===== config.mk =====
export PLATFORM = sky130hd
export DESIGN_NAME = core_run_ctrl
export DESIGN_NICKNAME = d
export VERILOG_FILES = /design/src/rtl/core_ctrl_pkg.sv /design/src/rtl/clk_enable_gen.sv /design/src/rtl/core_run_ctrl.sv
export SDC_FILE = /design/constraint.sdc
export NUM_CORES = 1
export LEC_CHECK = 0
export ABC_AREA = 1
export BUFFER_PORTS_ARGS = -buffer_cell sky130_fd_sc_hd__buf_2
export CORE_MARGIN = 1
export CORE_UTILIZATION = 39
export CTS_CLUSTER_DIAMETER = 60
export CTS_CLUSTER_SIZE = 12
export DETAILED_ROUTE_END_ITERATION = 8
export GPL_TIMING_DRIVEN = 0
export HOLD_SLACK_MARGIN = 0.08
export PLACE_DENSITY = 0.73
export RECOVER_POWER = 50
export SLEW_MARGIN = 10
export SYNTH_ARGS = -nofsm -noshare
export SYNTH_HDL_FRONTEND = slang
export SYNTH_SLANG_ARGS = --single-unit

===== constraint.sdc =====
create_clock -name clk -period 2.8 [get_ports clk]
set_input_delay 0.28 -clock clk [delete_from_list [all_inputs] [get_ports clk]]
set_output_delay 0.28 -clock clk [all_outputs]
set_load 0.01 [all_outputs]

===== src/rtl/core_ctrl_pkg.sv =====
// Shared types for the core run-control sequencer.
package core_ctrl_pkg;

    typedef enum logic [1:0] {
        ST_CORE_RST = 2'd0,
        ST_HALTED   = 2'd1,
        ST_RUN      = 2'd2,
        ST_STEP     = 2'd3
    } run_state_t;

    typedef enum logic [1:0] {
        OP_RUN        = 2'd0,
        OP_HALT       = 2'd1,
        OP_STEP       = 2'd2,
        OP_RESET_CORE = 2'd3
    } cmd_op_t;

    // A STEP of zero instructions still executes one.
    function automatic logic [15:0] step_load(input logic [15:0] count);
        return (count == 16'd0) ? 16'd1 : count;
    endfunction

endpackage


===== src/rtl/clk_enable_gen.sv =====
// Instruction-period divider: one clk_enable_n mid-period, one clk_enable at the end.
module clk_enable_gen #(
    parameter int DIV = 4
) (
    input  logic clk,
    input  logic rst_n,
    input  logic clear,
    input  logic run,
    output logic period_start,
    output logic en_n,
    output logic en
);
    localparam int W = (DIV > 2) ? $clog2(DIV) : 1;
    localparam logic [W-1:0] LAST = W'(DIV - 1);
    localparam logic [W-1:0] HALF = W'(DIV / 2 - 1);

    logic [W-1:0] div_cnt;

    // Period counter; held at zero while not running so a new run starts a full period.
    always_ff @(posedge clk or negedge rst_n) begin
        if (!rst_n)
            div_cnt <= '0;
        else if (clear)
            div_cnt <= '0;
        else if (run)
            div_cnt <= (div_cnt == LAST) ? '0 : div_cnt + W'(1);
    end

    assign period_start = run && (div_cnt == '0);
    assign en_n         = run && (div_cnt == HALF);
    assign en           = run && (div_cnt == LAST);

endmodule


===== src/rtl/core_run_ctrl.sv =====
// Run-control sequencer: core reset, RUN/HALT/STEP, PC breakpoint, retire counter.
module core_run_ctrl
    import core_ctrl_pkg::*;
#(
    parameter int DIV        = 4,
    parameter int RST_CYCLES = 4
) (
    input  logic        clk,
    input  logic        reset,
    input  logic        cmd_valid,
    output logic        cmd_ready,
    input  logic [1:0]  cmd_op,
    input  logic [15:0] cmd_count,
    input  logic        bp_enable,
    input  logic [31:0] bp_addr,
    input  logic [31:0] pc,
    output logic        core_clk_enable,
    output logic        core_clk_enable_n,
    output logic        core_reset,
    output logic [1:0]  run_state,
    output logic        bp_hit,
    output logic [31:0] retired_count
);
    localparam int RW = $clog2(RST_CYCLES + 1);
    localparam logic [RW-1:0] RST_LAST = RW'(RST_CYCLES - 1);

    run_state_t    state, state_n;
    logic [RW-1:0] rst_cnt, rst_cnt_n;
    logic [15:0]   step_left, step_left_n;
    logic          stop_pending, stop_pending_n;
    logic          first_period, first_period_n;
    logic          bp_hit_n;
    logic [31:0]   retired_n;

    logic running, period_start, hs, bp_match, halt_req;
    cmd_op_t op;

    assign running = (state == ST_RUN) || (state == ST_STEP);

    clk_enable_gen #(.DIV(DIV)) u_gen (
        .clk          (clk),
        .rst_n        (reset),
        .clear        (!running),
        .run          (running),
        .period_start (period_start),
        .en_n         (core_clk_enable_n),
        .en           (core_clk_enable)
    );

    assign core_reset = (state == ST_CORE_RST);
    assign cmd_ready  = (state == ST_HALTED) || (state == ST_RUN);
    assign run_state  = state;

    assign hs       = cmd_valid && cmd_ready;
    assign op       = cmd_op_t'(cmd_op);
    // The first period after entry is exempt so the core can resume off a breakpoint.
    assign bp_match = bp_enable && (pc == bp_addr) && period_start && !first_period;
    assign halt_req = stop_pending || (hs && op == OP_HALT);

    // Next-state and datapath updates for the sequencer.
    always_comb begin
        state_n        = state;
        rst_cnt_n      = rst_cnt;
        step_left_n    = step_left;
        stop_pending_n = stop_pending;
        first_period_n = first_period;
        bp_hit_n       = hs ? 1'b0 : bp_hit;
        unique case (state)
            ST_CORE_RST: begin
                if (rst_cnt == RST_LAST) begin
                    state_n   = ST_HALTED;
                    rst_cnt_n = '0;
                end else begin
                    rst_cnt_n = rst_cnt + RW'(1);
                end
            end
            ST_HALTED: begin
                if (hs) begin
                    unique case (op)
                        OP_RUN: begin
                            state_n        = ST_RUN;
                            first_period_n = 1'b1;
                        end
                        OP_STEP: begin
                            state_n        = ST_STEP;
                            step_left_n    = step_load(cmd_count);
                            first_period_n = 1'b1;
                        end
                        OP_RESET_CORE: begin
                            state_n   = ST_CORE_RST;
                            rst_cnt_n = '0;
                        end
                        OP_HALT: ;
                    endcase
                end
            end
            ST_RUN: begin
                if (hs && op == OP_RESET_CORE) begin
                    state_n        = ST_CORE_RST;
                    rst_cnt_n      = '0;
                    stop_pending_n = 1'b0;
                end else begin
                    stop_pending_n = halt_req;
                    if (bp_match) begin
                        state_n        = ST_HALTED;
                        bp_hit_n       = 1'b1;
                        stop_pending_n = 1'b0;
                    end else if (core_clk_enable) begin
                        first_period_n = 1'b0;
                        if (halt_req) begin
                            state_n        = ST_HALTED;
                            stop_pending_n = 1'b0;
                        end
                    end
                end
            end
            ST_STEP: begin
                if (bp_match) begin
                    state_n     = ST_HALTED;
                    bp_hit_n    = 1'b1;
                    step_left_n = '0;
                end else if (core_clk_enable) begin
                    first_period_n = 1'b0;
                    step_left_n    = step_left - 16'd1;
                    if (step_left == 16'd1)
                        state_n = ST_HALTED;
                end
            end
        endcase
        retired_n = retired_count + (core_clk_enable ? 32'd1 : 32'd0);
        if (state_n == ST_CORE_RST && state != ST_CORE_RST)
            retired_n = '0;
    end

    // Sequencer state registers.
    always_ff @(posedge clk or negedge reset) begin
        if (!reset) begin
            state         <= ST_CORE_RST;
            rst_cnt       <= '0;
            step_left     <= '0;
            stop_pending  <= 1'b0;
            first_period  <= 1'b0;
            bp_hit        <= 1'b0;
            retired_count <= '0;
        end else begin
            state         <= state_n;
            rst_cnt       <= rst_cnt_n;
            step_left     <= step_left_n;
            stop_pending  <= stop_pending_n;
            first_period  <= first_period_n;
            bp_hit        <= bp_hit_n;
            retired_count <= retired_n;
        end
    end

endmodule


==> impl_metrics.yaml, run 1 <==
status:
  status: "complete, no violations"
synth:
  ys_seq_area_share_pct: 33.32
  synth-warning-count: 0
  ys_ff_latch: 58
  synth.distinct_cells: 40
  avgSynthCellArea_um2: 7.002
  synth_flop_cell: "dfrtp_1"
  postSynth.asyncResetShare_pct: 100.0
  synth_edf_count: 0
  syn-cell-area_um2: 4355
  syn_inst: 622
  postSynthNetCount: 721
grt:
  grt_overflow: 0
  grt.total_usage_pct: 19.49
  grt_max_degree: 59
  grt_pass1_wl_um: 18010
  grt_pass1_vias: 4027
  antenna_found_initial: 0
detailed_routing:
  wl_per_cell_um: 11.98
  ant_nets: 0
  detail_route.first_pass.iterations: 6
  viasPerCell: 4.777
  routed_wl_um: 10890
  vias: 4342
  drc: 0
  drt_iter0_drc: 338
timing:
  worst_slew_pin_slew_ps: 1433
  tns_ps: 0
  max_slew_margin_pct: 4.490
  period_needed_ps: 2591
  hold_viol: 0
  max_freq_mhz: 386.0
  maxSlewViolCount: 0
  skew_ps: 7.919
  setup_viol: 0
  final.period_utilization_pct: 92.52
worst_setup_path:
  reg2reg_from: "run_state[1]"
  worstPathArrival_ps: 2850
  startpoint_type: "register"
  ff2ff_setup_slack_ps: 210
  cp.depth: 16
  cp_common_cell: "nor2_4"
  worstSetupPathType: "register to register"
  end_kind: "register"
  slowest_delay_ps: 390
  timing.rr.end: "retired_count[28]"
  critPathSlowestCell: "dfrtp_2"
  path_delay_family: "simple AND/OR/NAND/NOR gates"
  critical_path_buf_inv_count: 1
  rr_worst_depth: 16
  crit_path_max_fanout: 10
  crit_chain: "ha_1, buf_6, nor2_4, nor2_4, ha_2, ha_2, nand4_4, nor3_4, nand2_2, nor2_4, nand3_4, nor2_4, nand2_1, nand2_1, nand2_1, a21oi_1"
  cp.required_ps: 3050
hold_path:
  hold_start: "cmd_count[4]"
  hold_path_end: "step_left[4]"
  hold_class: "primary input to register"
  hold_depth: 5
clock_network:
  cts_buffers: 9
  clk_latency_ps: 330
  cts_buffer_depth: 2
  cts_tree: "done"
  path_clk_slew_ps: 70
  htreeDepth: 3
  clkSinkCount: 58
  cts_root_buf: "clkbuf_8"
power:
  p_leak_uw: 0.002796
  peakVddDrop_uv: 299.7
  cellPowerDensity_nw_per_um2: 754.8
die:
  fp-row-count: 38
  ios: 125
  fp.dieH_um: 107.7
  initial_core_util_pct: 40.18
  die_w_um: 107.7
  dieArea_um2: 11590
  core-area_um2: 10840
layout:
  finalNonFillerCells: 909
  mostFrequentLayoutCells: "nand2_1, buf_2, inv_1"
  layout.nets: 863
  diodes: 0
  layout_commonest_cell: "nand2_1"
  n_fill_cell: 1057
  drive_gt1_share_pct: 22.37
  syn_to_final_growth_pct: 25.42
run:
  maxCapViolations: 0
placed_design:
  portBuffers: 124
  place.gp.congestion: 0.8180
  dp_cells: 886
  hpwlAfterDp_um: 8363
-- registers in the layout, indices dropped and copies added (netlist names) --
name / cells
retired_count: 32
step_left: 16
rst_cnt: 3
run_state: 2
u_gen.div_cnt: 2
bp_hit: 1
first_period: 1
stop_pending: 1
-- cells in the mapped netlist, types with 2 or more instances --
library cell  count  share of area, %
nor2_4            6               1.6
buf_4             2              0.34
o21bai_1          2              0.34
nor2_1           54               4.7
xor2_1           23               4.6
o21ai_0          24               2.8
a21oi_2           2              0.40
a22oi_1           4              0.69
ha_1             13               3.7
nor3_1           24               2.8
xnor2_1          21               4.2
nor4_1            5              0.72
nor4_2            2              0.57
clkbuf_1          2              0.17
nand2_1         166                14
nand4_1          13               1.9
dfrtp_1          58                33
nand2_2           6              0.86
nor2_2            6              0.86
buf_2             3              0.34
nand3_1          21               2.4
inv_1           102               8.8
o211ai_1          2              0.34
buf_6             6               1.6
a21oi_1          38               4.4
a31oi_1           3              0.43
-- cell type report --
type | instances | area, um^2 | share of cell area, %
Buffer | 14 | 112.6 | 2.061
Clock buffer | 10 | 127.6 | 2.336
Clock inverter | 6 | 105.1 | 1.924
Inverter | 102 | 382.9 | 7.009
Multi-Input combinational cell | 448 | 2454 | 44.92
Sequential cell | 58 | 1454 | 26.61
Tap cell | 140 | 175.2 | 3.207
Timing Repair Buffer | 131 | 651.9 | 11.93
-- what timing repair did --
action	in CTS	in global routing
hold buffers	1	0
resized for setup	2	9
setup buffers	1	5
endpoints found under the hold margin	58	0
endpoints found under the setup margin	5	9
pin swaps	1	2
-- kinds of logic after synthesis --
group | share of synthesized area, %
and+or+nand+nor | 32.03
buffers and inverters | 11.29
AOI/OAI and AO/OA | 10.77
DFF | 33.32
xor gates and xnor gates | 8.848
adders and majority gates | 3.735
-- power breakdown --
part	switching [uW]	total, uW	internal (uW)
Combinational	1270	2040	771
Sequential	156	1170	1010
Clock	330	917	587
Total	1750	4120	2370
-- worst register-to-register path: stages, from the launching register on --
cell	delay [ps]
dfrtp_2	390
ha_1	160
buf_6	150
nor2_4	70
nor2_4	140
ha_2	210
ha_2	230
nand4_4	140
nor3_4	240
nand2_2	130
nor2_4	180
nand3_4	110
nor2_4	130
nand2_1	60
nand2_1	50
nand2_1	40
a21oi_1	100
-- worst max-delay path by stage --
stage / slack [ps] / start / to
3_5_place_dp: -140 / run_state[0] / retired_count[28]
6_report: 210 / run_state[1] / retired_count[28]
4_1_cts: 20 / run_state[0] / retired_count[28]
2_1_floorplan: 210 / run_state[0] / retired_count[24]
3_3_place_gp: -130 / run_state[0] / retired_count[24]
5_1_grt: -20 / run_state[1] / retired_count[28]
-- metrics by stage --
| stage | setup WS [ps] | utilization, % | hold slack [ps] | instance area, um^2 | power [uW] |
|---|---|---|---|---|---|
| global placement | -133.9 | 47.52 | 469.7 | 5151 | 3132 |
| detailed placement | -138.3 | 47.54 | 400.7 | 5154 | 3156 |
| finish | 209.3 | 50.39 | 270.2 | 5463 | 4123 |
| floorplan | 205.2 | - | -15.59 | 4355 | 2623 |
| CTS | 17.05 | 49.95 | 257.0 | 5415 | 4093 |
| global route | -19.19 | 50.39 | 278.5 | 5463 | 4488 |
-- layer usage --
layer  up-vias  wire (um)  global-route usage [%]
met5         -          0                       0
met4         0         97                   5.088
met3         8        804                   4.298
met2       134       5076                   34.02
met1      1946       4910                   24.13
li1       2254          -                       -
(Power assumes the default switching activity.)
==> inputs of run 2 (changes only) <==
clock period = 2.7 ns   (was 2.8 ns; I/O delays follow)
==> run 2 against run 1 <==
  * Fmax is 3.5% higher
  * Critical path type unchanged
  * First-iteration DRC count is 1.2% lower
  * Sequential cell count stayed put
  * Non-clock buffer count stayed put
  * Combinational power is 4% higher
  * Core utilization is 0.18 points higher
  * Largest cell class unchanged
  * Routed wire length is 0.58% higher
  * Critical path depth stayed put
  * Worst hold slack worse by 11 ps
  * Clock skew is 0.95 ps higher
==> impl_metrics.yaml, run 2 (same netlist as run 1, synthesis figures left out) <==
layout:
  layout.nets: 863
  layout_commonest_cell: "nand2_1"
  syn_to_final_growth_pct: 25.88
  n_fill_cell: 1052
  finalNonFillerCells: 909
  diodes: 0
  drive_gt1_share_pct: 22.37
  mostFrequentLayoutCells: "nand2_1, buf_2, inv_1"
  reg_top3: "retired_count (32), step_left (16), rst_cnt (3)"
  largest_register: "retired_count"
  largest_reg_flops: 32
detailed_routing:
  ant_nets: 0
  detail_route.first_pass.iterations: 5
  dr.max_layer_used: "met4"
  routed_wl_um: 10950
  drc: 0
  wl_per_cell_um: 12.05
  met1_length_um: 4879
  drt_iter0_drc: 334
  vias: 4356
  wl_met2_um: 5100
  viasPerCell: 4.792
  wl_met3_um: 876
grt:
  grt_overflow: 0
  grt.total_usage_pct: 19.56
  grt_pass1_wl_um: 18060
  grt_max_degree: 59
  antenna_found_initial: 0
  grt_pass1_vias: 4006
timing:
  maxSlewViolCount: 0
  final.period_utilization_pct: 92.68
  tns_ps: 0
  skew_ps: 8.868
  worst_slew_pin_slew_ps: 1448
  hold_viol: 0
  max_freq_mhz: 399.6
  setup_viol: 0
  max_slew_margin_pct: 3.494
  hold_slack_ps: 259.0
  period_needed_ps: 2502
run:
  maxCapViolations: 0
worst_setup_path:
  rr_worst_depth: 16
  timing.rr.end: "retired_count[28]"
  slowest_delay_ps: 390
  crit_path_max_fanout: 10
  worstSetupPathType: "register to register"
  critPathSlowestCell: "dfrtp_2"
  cp.required_ps: 2950
  crit_chain: "ha_1, buf_6, nor2_4, nor2_4, ha_4, ha_4, nand4_4, nor3_4, nand2_2, nor2_4, nand3_4, nor2_4, nand2_1, nand2_1, nand2_1, a21oi_1"
  end_kind: "register"
  reg2reg_from: "run_state[1]"
  cp_common_cell: "nor2_4"
  ff2ff_setup_slack_ps: 200
  worstPathArrival_ps: 2760
  startpoint_type: "register"
power:
  power.internal_uw: 2461
  cellPowerDensity_nw_per_um2: 781.4
  p_clk_share_pct: 22.2
  switchingPower_uw: 1824
  p_leak_uw: 0.002796
  comb_power_share_pct: 49.4
  peakVddDrop_uv: 307.8
  switching_share_pct: 42.57
  power_frac_seq_pct: 28.4
clock_network:
  cts_tree: "done"
  clkSinkCount: 58
  cts_root_buf: "clkbuf_8"
  htreeDepth: 3
  cts_buffers: 9
  cts_buffer_depth: 2
  path_clk_slew_ps: 70
  clk_latency_ps: 330
placed_design:
  place.gp.congestion: 0.8180
  hpwlAfterDp_um: 8363
  portBuffers: 124
  dp_cells: 886
die:
  initial_core_util_pct: 40.18
  dieArea_um2: 11590
  fp.dieH_um: 107.7
  core-area_um2: 10840
  fp-row-count: 38
  ios: 125
  die_w_um: 107.7
hold_path:
  hold_start: "cmd_count[4]"
  hold_depth: 5
  hold_class: "primary input to register"
  hold_path_end: "step_left[4]"
status:
  status: "complete, no violations"
==> run 2: cell counts in the layout (fill, tap and decap cells not counted) <==
Identical to the previous run, type by type.
==> run 2: layout make-up <==
class | instances | area, um^2 | share of cell area [%]
repair buffers | 131 | 651.9 | 11.89
flip-flops and latches | 58 | 1454 | 26.52
well taps | 140 | 175.2 | 3.195
plain buffers | 14 | 112.6 | 2.054
clock inverters | 6 | 105.1 | 1.917
multi-input cells | 448 | 2474 | 45.12
inverters | 102 | 382.9 | 6.983
clock buffers | 10 | 127.6 | 2.328
==> run 2: metrics by stage <==
stage	power [uW]	utilization, %	setup WS [ps]	instance area [um^2]
detailed placement	3273	47.54	-238.3	5154
finish	4284	50.58	197.6	5483
floorplan	2720	-	105.2	4355
global placement	3248	47.52	-233.9	5151
CTS	4261	50.15	26.42	5436
global route	4659	50.58	-5.491	5483
==> run 2: what timing repair did <==
| item | in CTS | in global routing |
|---|---|---|
| buffers inserted | 1 | 5 |
| endpoints found under the hold margin | 58 | 0 |
| gates resized for setup | 7 | 6 |
| endpoints found under the setup margin | 10 | 10 |
| hold buffers | 1 | 0 |
| pin swaps | 1 | 2 |
==> run 2: power by group through the flow <==
stage / logic [uW] / clock network, uW / registers [uW]
2_1_floorplan: 1510 / 0 / 1210
3_3_place_gp: 2010 / 0 / 1230
3_5_place_dp: 2040 / 0 / 1240
4_1_cts: 2060 / 973 / 1230
5_1_grt: 2400 / 1010 / 1240
6_report: 2120 / 951 / 1220
==> run 2: worst max-delay path, delay by kind of cell (launching register included) <==
| family | cells | cell delay, ps |
|---|---|---|
| AO/OA/AOI/OAI | 1 | 100 |
| adder cells (fa/ha/maj) | 3 | 480 |
| buffers and inverters | 1 | 150 |
| flip-flops | 1 | 390 |
| AND/OR/NAND/NOR | 11 | 1290 |
==> run 2: how the worst max path moves through the flow <==
stage | start | endpoint | slack, ps | cells after the start
after floorplan | run_state[0] | retired_count[24] | 110 | 14
after global placement | run_state[0] | retired_count[24] | -230 | 14
after detailed placement | run_state[0] | retired_count[28] | -240 | 16
after CTS | run_state[0] | retired_count[28] | 30 | 16
after global routing | run_state[1] | retired_count[28] | -5 | 16
final | run_state[1] | retired_count[28] | 200 | 16
==> run 2: layer usage <==
layer	global-route usage, %	up-vias
met1	24.36	1956
met2	34.11	141
met4	4.990	0
li1	-	2250
met5	0	-
met3	4.177	9
==> inputs of run 3 (changes only) <==
--- a/constraint.sdc
+++ b/constraint.sdc
@@ -3,2 +3,2 @@
 set_output_delay 0.27 -clock clk [all_outputs]
-set_load 0.01 [all_outputs]
+set_load 0.02 [all_outputs]
==> run 3 against run 2 <==
  * Critical path type unchanged
  * Sequential cell count did not move
  * Largest cell class unchanged
  * Final cell count rose by 0.88%
  * Clock power fell by 13%
  * Setup slack got worse by 40 ps
  * Sequential share of layout area fell by 0.20 points
==> impl_metrics.yaml, run 3 (same netlist as run 1, synthesis figures left out) <==
grt:
  grt.total_usage_pct: 20.12
  antenna_found_initial: 0
  grt_pass1_vias: 4030
  grt_pass1_wl_um: 18310
  met1_usage_pct: 23.95
  grt_overflow: 0
  use_met2_pct: 35.12
  busiest_layer: "met2"
  use_met3_pct: 4.843
  grt_max_degree: 59
layout:
  mostFrequentLayoutCells: "nand2_1, buf_2, inv_1"
  drive_gt1_share_pct: 23.55
  layout.nets: 871
  register_area_um2: 1454
  reg_top3: "retired_count (32), step_left (16), rst_cnt (3)"
  layout_commonest_cell: "nand2_1"
  multi_input_area_um2: 2486
  n_fill_cell: 1065
  diodes: 0
  largest_register: "retired_count"
  syn_to_final_growth_pct: 26.83
  largest_reg_flops: 32
detailed_routing:
  ant_nets: 0
  drc: 0
  drt_iter0_drc: 280
  wl_per_cell_um: 12.84
  detail_route.first_pass.iterations: 4
  routed_wl_um: 11770
  vias: 4453
  viasPerCell: 4.856
timing:
  hold_slack_ps: 222.0
  tns_ps: 0
  skew_ps: 10.70
  max_freq_mhz: 393.3
  max_slew_margin_pct: 0.2836
  worst_slew_pin_slew_ps: 1496
  final.period_utilization_pct: 94.17
  maxSlewViolCount: 0
  period_needed_ps: 2543
  hold_viol: 0
  setup_viol: 0
worst_setup_path:
  worstSetupPathType: "register to register"
  crit_chain: "inv_2, ha_4, nor2_4, nor2_4, ha_4, ha_4, nand4_4, nor3_4, nand2_2, nor2_4, nand3_4, nor2_4, nand2_1, nand2_1, nand2_1, a21oi_1"
  worstPathArrival_ps: 2820
  critPathSlowestCell: "dfrtp_2"
  startpoint: "run_state[0]"
  reg2reg_from: "run_state[0]"
  cp_common_cell: "nor2_4"
  end_kind: "register"
  slowest_delay_ps: 470
  startpoint_type: "register"
  crit_path_max_fanout: 6
  cp.required_ps: 2980
die:
  ios: 125
  fp.dieH_um: 107.7
  dieArea_um2: 11590
  core-area_um2: 10840
  fp-row-count: 38
  initial_core_util_pct: 40.18
  die_w_um: 107.7
clock_network:
  path_clk_slew_ps: 70
  cts_root_buf: "clkbuf_8"
  cts_buffers: 9
  cts_buffer_depth: 2
  clk_latency_ps: 360
  cts_tree: "done"
  htreeDepth: 3
  clkSinkCount: 58
placed_design:
  portBuffers: 124
  hpwlAfterDp_um: 8639
  place.gp.congestion: 0.8401
hold_path:
  hold_class: "primary input to register"
  hold_start: "cmd_count[14]"
power:
  cellPowerDensity_nw_per_um2: 777.5
  p_leak_uw: 0.002826
  peakVddDrop_uv: 450.9
run:
  maxCapViolations: 0
status:
  status: "complete, no violations"
==> run 3: cell count changes in the layout (fill, tap and decap cells not counted), sizes merged <==
cell    delta
clkbuf     -1
buf       +10
clkinv     +1
bufinv     -2
==> run 3: stage by stage <==
step	total power (uW)	worst slack (ps)	instances	instance area, um^2	utilization [%]
after CTS	4174	1.133	904	5399	49.80
after floorplan	2763	19.66	622	4358	-
after global routing	4631	-18.32	917	5524	50.96
after detailed placement	3327	-207.7	886	5156	47.56
final	4295	157.4	917	5524	50.96
after global placement	3295	-139.8	886	5154	47.54
==> run 3: layout make-up <==
| type | instances | share of cell area (%) |
|---|---|---|
| multi-input cells | 448 | 45.01 |
| clock buffers | 11 | 2.559 |
| well taps | 140 | 3.171 |
| flip-flops and latches | 58 | 26.32 |
| plain buffers | 14 | 2.106 |
| repair buffers | 139 | 12.93 |
| inverters | 102 | 6.931 |
| clock inverters | 5 | 0.9740 |
==> run 3: critical path, delay by kind of cell (launching register included) <==
family	cells	cell delay, ps
AOI/OAI and AO/OA	1	100
adders and majority gates	3	490
buffers and inverters	1	110
DFF	1	470
and+or+nand+nor	11	1310
==> run 3: what timing repair did <==
action / 4_1_cts / 5_1_grt
pin swaps: 1 / 5
resized for setup: 6 / 9
buffers inserted: 1 / 13
hold endpoints to repair: 58 / 0
hold buffers: 1 / 0
setup endpoints to repair: 9 / 9
==> run 3: metal layers <==
layer	part of all wire [%]	wire length, um
met3	7.0	826
met4	1.5	179
met2	48	5593
met1	44	5171
met5	0	0
==> run 3: final timing paths <==
| path | slack (ps) | cells after the start | endpoint |
|---|---|---|---|
| min in group asynchronous | 800 | 2 | step_left[14] |
| min reg2reg | 500 | 2 | rst_cnt[2] |
| max reg2reg | 160 | 16 | retired_count[28] |
| min | 220 | 5 | step_left[14] |
| max in group asynchronous | 890 | 2 | run_state[1] |
| max | 160 | 16 | retired_count[28] |
==> run 3: power breakdown <==
| part | internal, uW | switching, uW | total, uW |
|---|---|---|---|
| Combinational | 856 | 1370 | 2230 |
| Sequential | 1050 | 194 | 1240 |
| Clock | 448 | 377 | 825 |
| Total | 2360 | 1940 | 4290 |
